[src/rtl/scan_row_bound_ctrl_pkg.sv]
// Shared types and constants for the row bound scanner.
package scan_row_bound_ctrl_pkg;

   localparam int ADDR_W = 13;
   localparam int DATA_W = 32;
   localparam int COL_W  = 10;
   localparam int OFF_W  = 5;
   localparam int IDX_W  = 5;

   localparam logic DIR_LEFT  = 1'b0;
   localparam logic DIR_RIGHT = 1'b1;

   typedef enum logic [2:0] {
      IDLE     = 3'd0,
      RD       = 3'd1,
      WAIT_RD  = 3'd2,
      DET      = 3'd3,
      WAIT_DET = 3'd4,
      FINISH   = 3'd5
   } state_t;

   // A word is 32 pixels wide, so column = offset*32 + bit is a plain concatenation.
   function automatic logic [COL_W-1:0] word_bit_to_col(input logic [OFF_W-1:0] off,
                                                         input logic [IDX_W-1:0] idx);
      return {off, idx};
   endfunction

endpackage

[src/rtl/scan_row_bound_ctrl_det_timeout_cnt.sv]
// Detector watchdog: cleared on trigger, counts waiting cycles, flags the TIMEOUT-th one.
// Combinational expire output; no backpressure.
module det_timeout_cnt #(
   parameter int TIMEOUT = 63
) (
   input  logic i_clk,
   input  logic i_rstn,
   input  logic i_clr,
   input  logic i_cnt,
   output logic o_expired
);

   localparam int CNT_W = (TIMEOUT < 2) ? 1 : $clog2(TIMEOUT);
   localparam logic [CNT_W-1:0] LAST = CNT_W'(TIMEOUT - 1);

   logic [CNT_W-1:0] cnt_q;
   logic [CNT_W-1:0] cnt_d;

   assign o_expired = i_cnt && (cnt_q == LAST);

   always_comb begin
      cnt_d = cnt_q;
      if (i_clr) begin
         cnt_d = '0;
      end else if (i_cnt && !o_expired) begin
         cnt_d = cnt_q + CNT_W'(1);
      end
   end

   always_ff @(posedge i_clk or negedge i_rstn) begin
      if (!i_rstn) begin
         cnt_q <= '0;
      end else begin
         cnt_q <= cnt_d;
      end
   end

endmodule

[src/rtl/scan_row_bound_ctrl.sv]
// Finds left/right pixel bounds of one image row by feeding BRAM words to an external detector.
// Per word: 3 cycles plus detector latency; starts are ignored while a scan is in flight.
module scan_row_bound_ctrl
   import scan_row_bound_ctrl_pkg::*;
#(
   parameter int WORDS_PER_ROW = 20,
   parameter int DET_TIMEOUT   = 63
) (
   input  logic              i_clk,
   input  logic              i_rstn,
   input  logic              i_start,
   input  logic [ADDR_W-1:0] i_row_base_addr,
   output logic [ADDR_W-1:0] o_bram_addr,
   input  logic [DATA_W-1:0] i_bram_rdata,
   output logic              o_det_trig,
   output logic [DATA_W-1:0] o_det_data,
   output logic              o_det_left_or_right,
   input  logic [IDX_W-1:0]  i_det_bound_index,
   input  logic              i_det_is_bound_detected,
   input  logic              i_det_done,
   output logic              o_busy,
   output logic [COL_W-1:0]  o_left_col,
   output logic [COL_W-1:0]  o_right_col,
   output logic              o_row_valid,
   output logic              o_err,
   output logic              o_done
);

   localparam logic [OFF_W-1:0] LAST_OFF = OFF_W'(WORDS_PER_ROW - 1);

   logic [1:0]        rst_sync_q;
   logic              rst_n;

   state_t            state_q,     state_d;
   logic [ADDR_W-1:0] base_q,      base_d;
   logic [OFF_W-1:0]  off_q,       off_d;
   logic [OFF_W-1:0]  left_off_q,  left_off_d;
   logic              dir_q,       dir_d;
   logic [DATA_W-1:0] data_q,      data_d;
   logic [COL_W-1:0]  left_col_q,  left_col_d;
   logic [COL_W-1:0]  right_col_q, right_col_d;
   logic              valid_q,     valid_d;
   logic              err_q,       err_d;

   logic              tmo_expired;
   logic [COL_W-1:0]  cur_col;

   // Reset asserts asynchronously but releases only after two clock edges.
   always_ff @(posedge i_clk or negedge i_rstn) begin
      if (!i_rstn) begin
         rst_sync_q <= 2'b00;
      end else begin
         rst_sync_q <= {rst_sync_q[0], 1'b1};
      end
   end
   assign rst_n = rst_sync_q[1];

   det_timeout_cnt #(
      .TIMEOUT (DET_TIMEOUT)
   ) u_det_timeout_cnt (
      .i_clk     (i_clk),
      .i_rstn    (rst_n),
      .i_clr     (state_q == DET),
      .i_cnt     (state_q == WAIT_DET),
      .o_expired (tmo_expired)
   );

   assign cur_col = word_bit_to_col(off_q, i_det_bound_index);

   always_comb begin
      state_d     = state_q;
      base_d      = base_q;
      off_d       = off_q;
      left_off_d  = left_off_q;
      dir_d       = dir_q;
      data_d      = data_q;
      left_col_d  = left_col_q;
      right_col_d = right_col_q;
      valid_d     = valid_q;
      err_d       = err_q;
      o_bram_addr = '0;
      o_det_trig  = 1'b0;
      o_done      = 1'b0;
      o_busy      = (state_q != IDLE) && (state_q != FINISH);

      case (state_q)
         IDLE: begin
            if (i_start) begin
               base_d      = i_row_base_addr;
               err_d       = 1'b0;
               valid_d     = 1'b0;
               left_col_d  = '0;
               right_col_d = '0;
               off_d       = '0;
               left_off_d  = '0;
               dir_d       = DIR_LEFT;
               state_d     = RD;
            end
         end
         RD: begin
            o_bram_addr = base_q + ADDR_W'(off_q);
            state_d     = WAIT_RD;
         end
         WAIT_RD: begin
            o_bram_addr = base_q + ADDR_W'(off_q);
            data_d      = i_bram_rdata;
            state_d     = DET;
         end
         DET: begin
            o_det_trig = 1'b1;
            state_d    = WAIT_DET;
         end
         WAIT_DET: begin
            if (i_det_done) begin
               if (dir_q == DIR_LEFT) begin
                  if (i_det_is_bound_detected) begin
                     left_col_d = cur_col;
                     left_off_d = off_q;
                     dir_d      = DIR_RIGHT;
                     off_d      = LAST_OFF;
                     state_d    = RD;
                  end else if (off_q == LAST_OFF) begin
                     valid_d     = 1'b0;
                     left_col_d  = '0;
                     right_col_d = '0;
                     state_d     = FINISH;
                  end else begin
                     off_d   = off_q + OFF_W'(1);
                     state_d = RD;
                  end
               end else begin
                  if (i_det_is_bound_detected) begin
                     right_col_d = cur_col;
                     valid_d     = 1'b1;
                     state_d     = FINISH;
                  end else if (off_q <= left_off_q) begin
                     // The left-bound word bounds the right pass from below.
                     right_col_d = left_col_q;
                     valid_d     = 1'b1;
                     state_d     = FINISH;
                  end else begin
                     off_d   = off_q - OFF_W'(1);
                     state_d = RD;
                  end
               end
            end else if (tmo_expired) begin
               err_d       = 1'b1;
               valid_d     = 1'b0;
               left_col_d  = '0;
               right_col_d = '0;
               state_d     = FINISH;
            end
         end
         FINISH: begin
            o_done  = 1'b1;
            state_d = IDLE;
         end
         default: begin
            state_d = IDLE;
         end
      endcase
   end

   always_ff @(posedge i_clk or negedge rst_n) begin
      if (!rst_n) begin
         state_q     <= IDLE;
         base_q      <= '0;
         off_q       <= '0;
         left_off_q  <= '0;
         dir_q       <= DIR_LEFT;
         data_q      <= '0;
         left_col_q  <= '0;
         right_col_q <= '0;
         valid_q     <= 1'b0;
         err_q       <= 1'b0;
      end else begin
         state_q     <= state_d;
         base_q      <= base_d;
         off_q       <= off_d;
         left_off_q  <= left_off_d;
         dir_q       <= dir_d;
         data_q      <= data_d;
         left_col_q  <= left_col_d;
         right_col_q <= right_col_d;
         valid_q     <= valid_d;
         err_q       <= err_d;
      end
   end

   assign o_det_data          = data_q;
   assign o_det_left_or_right = dir_q;
   assign o_left_col          = left_col_q;
   assign o_right_col         = right_col_q;
   assign o_row_valid         = valid_q;
   assign o_err               = err_q;

endmodule

[config.mk]
export PLATFORM = sky130hd
export DESIGN_NAME = scan_row_bound_ctrl
export DESIGN_NICKNAME = d
export VERILOG_FILES = /design/src/rtl/scan_row_bound_ctrl_pkg.sv /design/src/rtl/scan_row_bound_ctrl_det_timeout_cnt.sv /design/src/rtl/scan_row_bound_ctrl.sv
export SDC_FILE = /design/constraint.sdc
export NUM_CORES = 1
export LEC_CHECK = 0
export ABC_AREA = 1
export CAP_MARGIN = 25
export CORE_MARGIN = 2
export CORE_UTILIZATION = 40
export CTS_BUF_LIST = sky130_fd_sc_hd__clkbuf_2
export CTS_CLUSTER_SIZE = 28
export DETAILED_ROUTE_END_ITERATION = 16
export PLACE_DENSITY = 0.79
export SYNTH_ARGS = -nofsm -noshare
export SYNTH_HDL_FRONTEND = slang
export SYNTH_SLANG_ARGS = --single-unit
[constraint.sdc]
create_clock -name i_clk -period 4.12 [get_ports i_clk]
set_clock_uncertainty 0.2 [all_clocks]
set_input_delay 0.824 -clock i_clk [delete_from_list [all_inputs] [get_ports i_clk]]
set_output_delay 0.824 -clock i_clk [all_outputs]
set_load 0.02 [all_outputs]
==> results of run 1 <==
-- per-stage QoR --
stage | setup slack, ns | hold slack [ns] | instances | util, % | cell area [um2]
final | 0.269 | 0.0741 | 789 | 55.3 | 6050
after global routing | 0.0203 | 0.129 | 789 | 55.3 | 6050
after CTS | 0.0509 | 0.0867 | 788 | 55.2 | 6040
after detailed placement | 0.536 | 0.0952 | 772 | 54.2 | 5930
after global placement | 0.639 | 0.139 | 771 | 54.0 | 5900
after floorplan | 1.09 | 0.131 | 518 | - | 4510
-- sequential cells by signal, summed over array words and instances (netlist names) --
| signal | count |
|---|---|
| base_q | 13 |
| state_q | 3 |
| o_row_valid | 1 |
| off_q | 5 |
| left_off_q | 5 |
| o_det_data | 32 |
| o_right_col | 10 |
| rst_sync_q | 2 |
| o_det_left_or_right | 1 |
| u_det_timeout_cnt.cnt_q | 6 |
| o_err | 1 |
| o_left_col | 10 |
-- path summary, 6_finish.rpt --
check                              start  slack [ns]  cells past startpoint              to
setup / recovery               base_q[0]        0.27                     11  o_bram_addr[8]
hold / removal             rst_sync_q[1]        0.07                      0  o_det_data[19]
setup reg to reg              state_q[1]        1.46                      9  o_right_col[3]
hold reg to reg            rst_sync_q[1]        0.07                      0  o_det_data[19]
max in group asynchronous  rst_sync_q[1]        3.05                      1      base_q[12]
min in group i_clk         rst_sync_q[0]        0.18                      0   rst_sync_q[1]
-- cell families after synthesis --
group / after synthesis / synth area share (%)
DFF: 89 / 49.4
xor gates and xnor gates: 3 / 0.583
other: 1 / 0.0832
and+or+nand+nor: 235 / 22.8
adders and majority gates: 15 / 4.33
muxes: 33 / 8.21
AOI/OAI and AO/OA: 74 / 8.77
buffers and inverters: 68 / 5.88
-- layout make-up --
type                            instances  area [um2]
Sequential cell                        89        2230
Tap cell                              140         175
Inverter                               52         195
Fill cell                            1002        4890
Clock buffer                           12        60.1
Timing Repair Buffer                  131        1320
Clock inverter                          4        43.8
Multi-Input combinational cell        361        2020
-- synthesized netlist by cell type --
library cell / count
a21oi_1: 31
o21ai_1: 8
nor2_8: 1
mux2_2: 32
nand3_1: 37
o31ai_1: 1
a21oi_4: 1
o21bai_1: 1
conb_1: 1
clkinv_1: 1
fa_1: 1
nor4_1: 10
xnor2_1: 2
inv_2: 4
nor3_1: 4
dfrtp_1: 89
nand2_1: 132
nand4_1: 7
nor2_4: 2
ha_1: 14
xor2_1: 1
nand3b_1: 2
mux2i_1: 1
a211oi_1: 2
buf_2: 8
o21ai_0: 29
a21oi_2: 1
buf_1: 1
nor2_1: 37
nand3_2: 1
clkbuf_1: 7
inv_1: 47
nor2_2: 2
-- per-layer routing --
| metal | vias up | share of wire [%] |
|---|---|---|
| li1 | 1955 | - |
| met1 | 1850 | 44 |
| met2 | 142 | 48 |
| met3 | 16 | 6.4 |
| met4 | 0 | 1.7 |
| met5 | - | 0 |
-- worst reg2reg max path, delay by kind of cell, from the launching register on --
kind,cells,cell delay (ns)
buf+inv,2,0.31
flops,1,0.52
simple gates,7,1.57
-- timing repair --
item	in CTS	in global routing
pin swaps	0	0
setup endpoints to repair	3	3
gates resized for setup	2	3
buffers inserted	0	1
-- power groups by stage --
stage	Combinational (W)	Clock [W]	Sequential (W)
2_1_floorplan	0.00101	0	0.00156
3_3_place_gp	0.00197	0	0.00138
3_5_place_dp	0.00203	0	0.00139
4_1_cts	0.00203	0.000434	0.00137
5_1_grt	0.00222	0.000477	0.00141
6_report	0.00202	0.000419	0.00137
-- layout by cell type (no fill, tap or decap), types with 7 or more instances in the layout --
cell type        Yosys  final
a21oi_1             31     31
inv_1               47     47
nor4_1              10     10
dfrtp_1             89     86
nand3_1             37     37
clkdlybuf4s50_1      0    122
nand2_1            132    132
nand4_1              7      7
ha_1                14     14
o21ai_0             29     29
nor2_1              37     37
mux2_2              32     32
clkbuf_2             0     12
o21ai_1              8      8
==> results.py, run 1 <==
metrics = {
    "grt": {
        "grt_antenna_before_repair": 0,
        "grt_pass1_wl_mm": 17.7,
        "grt_start_max_net_pins": 54,
        "grt_util_met2_pct": 31.6,
        "globalRouteMet1Util_pct": 24.0,
        "grt-busiest-layer": "met2",
        "vias_in_the_first_global_route": 3795,
        "global_route.overflow_total": 0,
        "track_usage_pct": 18.7,
        "globalRouteMet3Util_pct": 3.00,
    },
    "pwr": {
        "power_switching_w": 0.00161,
        "vdd_ir_drop_max_mv": 0.425,
        "p_total_w": 0.00381,
        "p_leak_nw": 2.84,
        "clkPwrFrac_pct": 11.0,
        "power_switching_share_pct": 42.2,
        "cell_internal_pwr_w": 0.00220,
        "combinationalPowerShare_pct": 53.1,
        "powerDensity_mw_per_mm2": 630,
        "part_of_the_power_in_registers_pct": 35.9,
    },
    "cts": {
        "clk_root_buffer_cell": "clkbuf_2",
        "clock_insertion_delay_at_the_later_pin_of_the_skew_report_ns": 0.54,
        "htree_num_levels": 3,
        "cts_tree": "yes",
        "numCtsBuffers": 9,
        "numClockSinks": 89,
        "cts-hold-fix-buffers": 0,
        "cts.reportedPaths.clkPinSlew_ns": 0.23,
        "cts-root-to-sink-buffers": 2,
    },
    "critical_path": {
        "cp.required_ns": 3.10,
        "delay_of_the_slowest_cell_on_the_worst_path_ns": 0.62,
        "crit_path_top_delay_cell": "clkdlybuf4s50_1",
        "start_kind": "flip-flop",
        "critical_path_class": "reg -> out",
        "setup.worst_path.end_class": "output port",
        "worstPathCellList": "ha_1 -> inv_1 -> fa_1 -> inv_1 -> nand3_1 -> nand2_1 -> nand2_1 -> nand2_1 -> xnor2_1 -> nor2_1 -> clkdlybuf4s50_1",
        "timing.critical_path.arrival_ns": 2.83,
        "critical_path.most_common_cell": "nand2_1",
        "critPathTopFamily": "buffers and inverters",
        "max_fanout_on_critical_path": 4,
        "crit_buf_inv": 3,
    },
    "synthesis": {
        "ys_types": 33,
        "synth_nets": 588,
        "synthesis.instances": 518,
        "synth_largest_area_cell": "dfrtp_1",
        "synth.top_cell.area_share_pct": 49.4,
        "synth-seq-area-share_pct": 49.4,
        "synth_top_cells_by_area": "dfrtp_1 (49%), nand2_1 (11%), mux2_2 (8.0%)",
        "ys_seq_elements": 89,
        "synth.cell_area_mm2": 0.00451,
        "synth_area_per_cell_um2": 8.71,
        "count_of_warnings_emitted_by_yosys": 0,
    },
    "routing": {
        "drtPass1Iterations": 4,
        "routedWlPerCell_um": 14.1,
        "drt-vias-per-instance": 5.02,
        "drc": 0,
        "dr.first_iter.drc_count": 231,
        "detail_route.wirelength_mm": 11.1,
        "ant_nets": 0,
        "overall_via_count_from_detail_route": 3963,
    },
    "sta": {
        "period_minus_slack_ns": 3.85,
        "maxSlewHeadroom_pct": 63.2,
        "final_min_period_over_clock_period_pct": 93.5,
        "rsz0062_at_grt": "false",
        "total_negative_slack_ns": 0,
        "final-max-slew-violation-count": 0,
        "max_clock_freq_mhz": 260,
        "final-hold-violation-count": 0,
        "worst_slew_pin_slew_ns": 0.552,
        "final-setup-viol-count": 0,
    },
    "place": {
        "dp_hpwl_mm": 8.40,
        "gpl.final_weighted_congestion": 0.849,
        "io_buffer_count": 125,
    },
    "finish": {
        "num_antenna_cells": 0,
        "syn2layout_area_growth_pct": 34.2,
        "layout-drive-gt1-share_pct": 10.6,
        "layout.nets": 714,
    },
    "floorplanning": {
        "floorplan.initialDensity_pct": 41.2,
        "top_level_ports": 126,
        "die_area_mm2": 0.0121,
        "die-height_um": 110,
        "die_w_um": 110,
        "core_area_mm2": 0.0109,
        "std_cell_rows": 38,
    },
    "hold_path": {
        "hold_path_class": "reg -> async",
    },
    "status": {
        "status": "complete, no violations",
    },
    "flow_run": {
        "max_capacitance_violation_total": 0,
    },
}
No activity file was read; power rests on OpenSTA's default activity.
==> inputs of run 2 (changes only) <==
- CORE_UTILIZATION: 40 -> 45
- PLACE_DENSITY: 0.79 -> 0.86
==> run 2 against run 1 <==
Cell count decreased by 1.1%. First-iteration DRC count is 3.0% higher. Power fell by 0.11%. Critical endpoint is now o_bram_addr[7]. Worst setup slack better by 0.0051 ns. Utilization increased by 6.7 points. Design area fell by 0.27%. Combinational power barely moved. Fmax rose by 0.13%. Largest power group unchanged. Clock-buffer cell count down 1. Via count grew 1.7%. Hold slack better by 0.020 ns.
==> results.py, run 2 (synthesized netlist as in run 1, its figures left out) <==
metrics = {
    "finish": {
        "layout.nets": 713,
        "mostFrequentLayoutCells": "nand2_1 (132), clkdlybuf4s50_1 (122), dfrtp_1 (86)",
        "final_common_cell": "nand2_1",
        "largest_register_ff_count": 32,
        "syn2layout_area_growth_pct": 33.8,
        "layout-drive-gt1-share_pct": 10.5,
        "n_fill_cell": 819,
        "num_antenna_cells": 0,
        "finish.utilization_pct": 62.0,
    },
    "sta": {
        "final-setup-viol-count": 0,
        "final-hold-violation-count": 0,
        "total_negative_slack_ns": 0,
        "max_clock_freq_mhz": 260,
        "timing.final.ws_setup_ns": 0.275,
        "maxSlewHeadroom_pct": 56.0,
        "final-max-slew-violation-count": 0,
        "final_min_period_over_clock_period_pct": 93.3,
        "rsz0062_at_grt": "false",
        "worst_slew_pin_slew_ns": 0.657,
        "final.hold.worst_slack_ns": 0.0940,
        "period_minus_slack_ns": 3.85,
    },
    "critical_path": {
        "crit_path_start": "off_q[4]",
        "cp.required_ns": 3.10,
        "start_kind": "flip-flop",
        "worst_reg2reg_path_depth": 9,
        "crit_cells": 7,
        "critPathTopFamily": "flip-flops",
        "timing.critical_path.arrival_ns": 2.82,
        "max_fanout_on_critical_path": 11,
        "critical_path.most_common_cell": "o21ai_0",
        "critical_path_class": "reg -> out",
        "setup.worst_path.end_class": "output port",
        "worstPathCellList": "ha_1 -> nand4_1 -> o21ai_0 -> nand2_1 -> o21ai_0 -> nor2_1 -> clkdlybuf4s50_1",
        "crit_buf_inv": 1,
        "timing.rr.start": "state_q[1]",
        "crit_path_top_delay_cell": "dfrtp_1",
        "delay_of_the_slowest_cell_on_the_worst_path_ns": 0.56,
    },
    "routing": {
        "overall_via_count_from_detail_route": 4031,
        "drc": 0,
        "ant_nets": 0,
        "dr.first_iter.drc_count": 238,
        "drtPass1Iterations": 6,
        "drt-vias-per-instance": 5.17,
        "routedWlPerCell_um": 14.2,
        "detail_route.wirelength_mm": 11.1,
    },
    "flow_run": {
        "max_capacitance_violation_total": 0,
    },
    "cts": {
        "cts-hold-fix-buffers": 0,
        "clock_insertion_delay_at_the_later_pin_of_the_skew_report_ns": 0.52,
        "cts_tree": "yes",
        "cts.reportedPaths.clkPinSlew_ns": 0.23,
        "cts-root-to-sink-buffers": 2,
        "htree_num_levels": 3,
        "clk_root_buffer_cell": "clkbuf_2",
        "numCtsBuffers": 9,
        "numClockSinks": 89,
    },
    "place": {
        "io_buffer_count": 125,
        "gpl.final_weighted_congestion": 0.925,
        "dp_hpwl_mm": 8.24,
        "preCtsSetupSlack_ns": 0.576,
    },
    "grt": {
        "grt_start_max_net_pins": 53,
        "track_usage_pct": 20.9,
        "grt_antenna_before_repair": 0,
        "global_route.overflow_total": 0,
        "grt_pass1_wl_mm": 18.6,
        "vias_in_the_first_global_route": 3816,
    },
    "pwr": {
        "vdd_ir_drop_max_mv": 0.359,
        "p_leak_nw": 2.84,
        "powerDensity_mw_per_mm2": 631,
    },
    "status": {
        "status": "complete, no violations",
    },
    "floorplanning": {
        "die-height_um": 104,
        "die_area_mm2": 0.0108,
        "core_area_mm2": 0.00973,
        "floorplan.initialDensity_pct": 46.3,
        "die_w_um": 104,
        "top_level_ports": 126,
        "std_cell_rows": 36,
    },
    "hold_path": {
        "hold_path_class": "reg -> async",
    },
}
## run 2: area by class of cell
type	instances	area, um2	area share [%]
clock buffer	11	55.1	0.912
clock inverter	4	45.0	0.747
inverter	52	195	3.24
multi-input combinational	361	2020	33.5
sequential	89	2230	37.0
tap	133	166	2.76
timing repair buffer	130	1320	21.8
## run 2: worst register-to-register path, stage by stage (launching register included)
cell and delay (ns):
dfrtp_1 0.52, nor2_4 0.16, inv_2 0.08, nor2_4 0.30, inv_2 0.24, nor2_8 0.22
nand3_1 0.31, nand2_1 0.39, nand2_1 0.11, nand2_1 0.08
## run 2: through the flow
step                      instances  area [um2]  total power [W]
after CTS                       779        6020          0.00382
after floorplan                 518        4510          0.00257
final                           780        6030          0.00380
after global placement          763        5890          0.00333
after global routing            780        6030          0.00407
after detailed placement        764        5920          0.00340
## run 2: report_power, final
group / switching (W) / leakage [nW] / internal (W)
Sequential: 0.000209 / 1.13 / 0.00115
Combinational: 0.00112 / 1.64 / 0.000905
Clock: 0.000277 / 0.0716 / 0.000139
Total: 0.00161 / 2.84 / 0.00220
## run 2: final timing paths
path / to / slack [ns]
setup / recovery: o_bram_addr[7] / 0.27
hold / removal: o_det_data[10] / 0.09
setup reg to reg: o_right_col[5] / 1.46
hold reg to reg: o_det_data[10] / 0.09
max in group asynchronous: off_q[1] / 3.01
min in group i_clk: rst_sync_q[1] / 0.19
## run 2: per-layer routing
layer  vias to the layer above  part of all wire [%]  global-route usage [%]
met2                       193                    48                    34.6
met4                         0                   1.6                    6.95
li1                       1959                     -                       -
met1                      1862                    44                    28.0
met5                         -                     0                       0
met3                        17                   6.6                    3.38
## run 2: timing repair
action,CTS,global route
endpoints found under the setup margin,3,4
setup buffers,0,1
resized for setup,1,4
==> inputs of run 3 (changes only) <==
- CORE_UTILIZATION: 45 -> 50
- PLACE_DENSITY: 0.86 -> 0.93
==> run 3 against run 2 <==
Clock power rose by 17%. Clock-buffer cell count did not move. Power rose by 2.8%. Critical path depth rose by 3. Utilization rose by 7.5 points. Fmax fell by 0.67%. Via count rose by 1.8%. Register-to-register slack barely moved. Combinational power rose by 2%. Sequential share of layout area fell by 0.19 points. Die area fell by 9.6%. Critical endpoint is now o_bram_addr[8].
==> results.py, run 3 (synthesized netlist as in run 1, its figures left out) <==
metrics = {
    "status": {
        "status": "complete, no violations",
    },
    "grt": {
        "vias_in_the_first_global_route": 3902,
        "global_route.overflow_total": 0,
        "grt_pass1_wl_mm": 18.4,
        "grt_antenna_before_repair": 0,
        "grt_start_max_net_pins": 88,
        "track_usage_pct": 22.9,
    },
    "hold_path": {
        "hold_path_cells": 0,
        "timing.hold.worst_endpoint": "rst_sync_q[1]",
        "hold_path_class": "reg -> reg",
        "worstHoldStart": "rst_sync_q[0]",
    },
    "flow_run": {
        "max_capacitance_violation_total": 0,
    },
    "floorplanning": {
        "std_cell_rows": 34,
        "die-height_um": 99.0,
        "core_area_mm2": 0.00872,
        "die_area_mm2": 0.00979,
        "floorplan.initialDensity_pct": 51.7,
        "top_level_ports": 126,
        "die_w_um": 99.0,
    },
    "place": {
        "dp_hpwl_mm": 8.35,
        "gpl.final_weighted_congestion": 0.914,
        "io_buffer_count": 125,
        "placed_cell_area_mm2": 0.00585,
        "preCtsSetupSlack_ns": 0.594,
    },
    "routing": {
        "drt-vias-per-instance": 5.41,
        "overall_via_count_from_detail_route": 4103,
        "ant_nets": 0,
        "drc": 0,
        "routedWlPerCell_um": 14.9,
        "detail_route.wirelength_mm": 11.3,
        "drtPass1Iterations": 8,
        "dr.first_iter.drc_count": 409,
    },
    "sta": {
        "max_clock_freq_mhz": 258,
        "timing.final.ws_setup_ns": 0.249,
        "rsz0062_at_grt": "false",
        "maxSlewHeadroom_pct": 55.4,
        "final_min_period_over_clock_period_pct": 94.0,
        "final.hold.worst_slack_ns": 0.192,
        "period_minus_slack_ns": 3.87,
        "worst_slew_pin_slew_ns": 0.667,
        "final-hold-violation-count": 0,
        "final-max-slew-violation-count": 0,
        "total_negative_slack_ns": 0,
        "final-setup-viol-count": 0,
    },
    "critical_path": {
        "timing.critical_path.arrival_ns": 2.85,
        "start_kind": "flip-flop",
        "setup.worst_path.end_class": "output port",
        "max_fanout_on_critical_path": 9,
        "timing.rr.start": "state_q[1]",
        "cp.required_ns": 3.10,
        "timing.reg2reg.setup_slack_ns": 1.47,
        "critical_path_class": "reg -> out",
        "worst_reg2reg_path_depth": 9,
        "timing.rr.end": "o_right_col[0]",
    },
    "cts": {
        "cts_tree": "yes",
        "cts.reportedPaths.clkPinSlew_ns": 0.24,
        "clock_insertion_delay_at_the_later_pin_of_the_skew_report_ns": 0.51,
        "clk_root_buffer_cell": "clkbuf_2",
        "numCtsBuffers": 9,
        "numClockSinks": 89,
        "htree_num_levels": 3,
        "cts-root-to-sink-buffers": 2,
    },
    "pwr": {
        "p_leak_nw": 2.86,
        "power_switching_w": 0.00164,
        "combinationalPowerShare_pct": 52.6,
        "clkPwrFrac_pct": 12.4,
        "vdd_ir_drop_max_mv": 0.417,
        "power_switching_share_pct": 41.9,
        "cell_internal_pwr_w": 0.00227,
        "part_of_the_power_in_registers_pct": 35.0,
        "powerDensity_mw_per_mm2": 645,
    },
    "finish": {
        "layout.cell_area.non_filler_mm2": 0.00606,
        "largest_register_ff_count": 32,
        "syn2layout_area_growth_pct": 34.5,
        "final_common_cell": "nand2_1",
        "layout-drive-gt1-share_pct": 10.8,
        "mostFrequentLayoutCells": "nand2_1 (132), clkdlybuf4s50_1 (122), dfrtp_1 (86)",
        "num_antenna_cells": 0,
        "layout.nets": 716,
    },
}
-- run 3: changes by cell type in the layout (fill, tap and decap cells not counted), sizes merged --
cell / delta
clkinv: -2
clkinvlp: +2
dlygate4sd3: +2
buf: +1
bufinv: +1
-- run 3: repair_timing --
| action | CTS | global route |
|---|---|---|
| endpoints found under the hold margin | 0 | 7 |
| buffers inserted | 0 | 3 |
| resized for setup | 1 | 4 |
| endpoints found under the setup margin | 1 | 7 |
| hold buffers | 0 | 2 |
-- run 3: how the worst max path moves through the flow --
stage / slack [ns] / start / end / depth (start not counted)
after floorplan: 1.09 / off_q[0] / o_bram_addr[6] / 10
after global placement: 0.70 / off_q[0] / o_bram_addr[6] / 11
after detailed placement: 0.59 / off_q[0] / o_bram_addr[6] / 11
after CTS: 0.07 / off_q[0] / o_bram_addr[6] / 11
after global routing: 0.01 / off_q[4] / o_bram_addr[7] / 9
final: 0.25 / off_q[1] / o_bram_addr[8] / 10
-- run 3: power groups by stage --
stage               Sequential, W  Clock [W]  Combinational (W)
floorplan                 0.00156          0            0.00101
global placement          0.00138          0            0.00194
detailed placement        0.00140          0            0.00201
CTS                       0.00138   0.000495            0.00202
global route              0.00140   0.000542            0.00222
finish                    0.00137   0.000485            0.00206
-- run 3: area by class of cell --
| cell class | instances | area, um2 |
|---|---|---|
| Tap cell | 108 | 135 |
| Clock buffer | 11 | 55.1 |
| Multi-Input combinational cell | 361 | 2020 |
| Timing Repair Buffer | 133 | 1340 |
| Sequential cell | 89 | 2230 |
| Fill cell | 642 | 2660 |
| Clock inverter | 5 | 80.1 |
| Inverter | 52 | 195 |
-- run 3: through the flow --
stage / instances / util, % / power (W)
after CTS: 753 / 68.6 / 0.00390
after global routing: 759 / 69.5 / 0.00416
after detailed placement: 737 / 67.1 / 0.00341
final: 759 / 69.5 / 0.00391
after global placement: 737 / 67.1 / 0.00331
after floorplan: 518 / - / 0.00257
-- run 3: worst max-delay path: stages, from the launching register on --
cell and delay, ns:
dfrtp_1 0.55, inv_1 0.13, fa_1 0.40, inv_1 0.09
nand3_1 0.07, nand2_1 0.15, nand2_1 0.10, nand2_1 0.08
xnor2_1 0.06, nor2_1 0.09, clkdlybuf4s50_1 0.62
-- run 3: routing by layer --
| metal | global-route usage [%] | wire (um) |
|---|---|---|
| met3 | 4.61 | 892 |
| met2 | 39.1 | 5560 |
| met5 | 0 | 0 |
| met4 | 6.32 | 155 |
| met1 | 29.9 | 4690 |
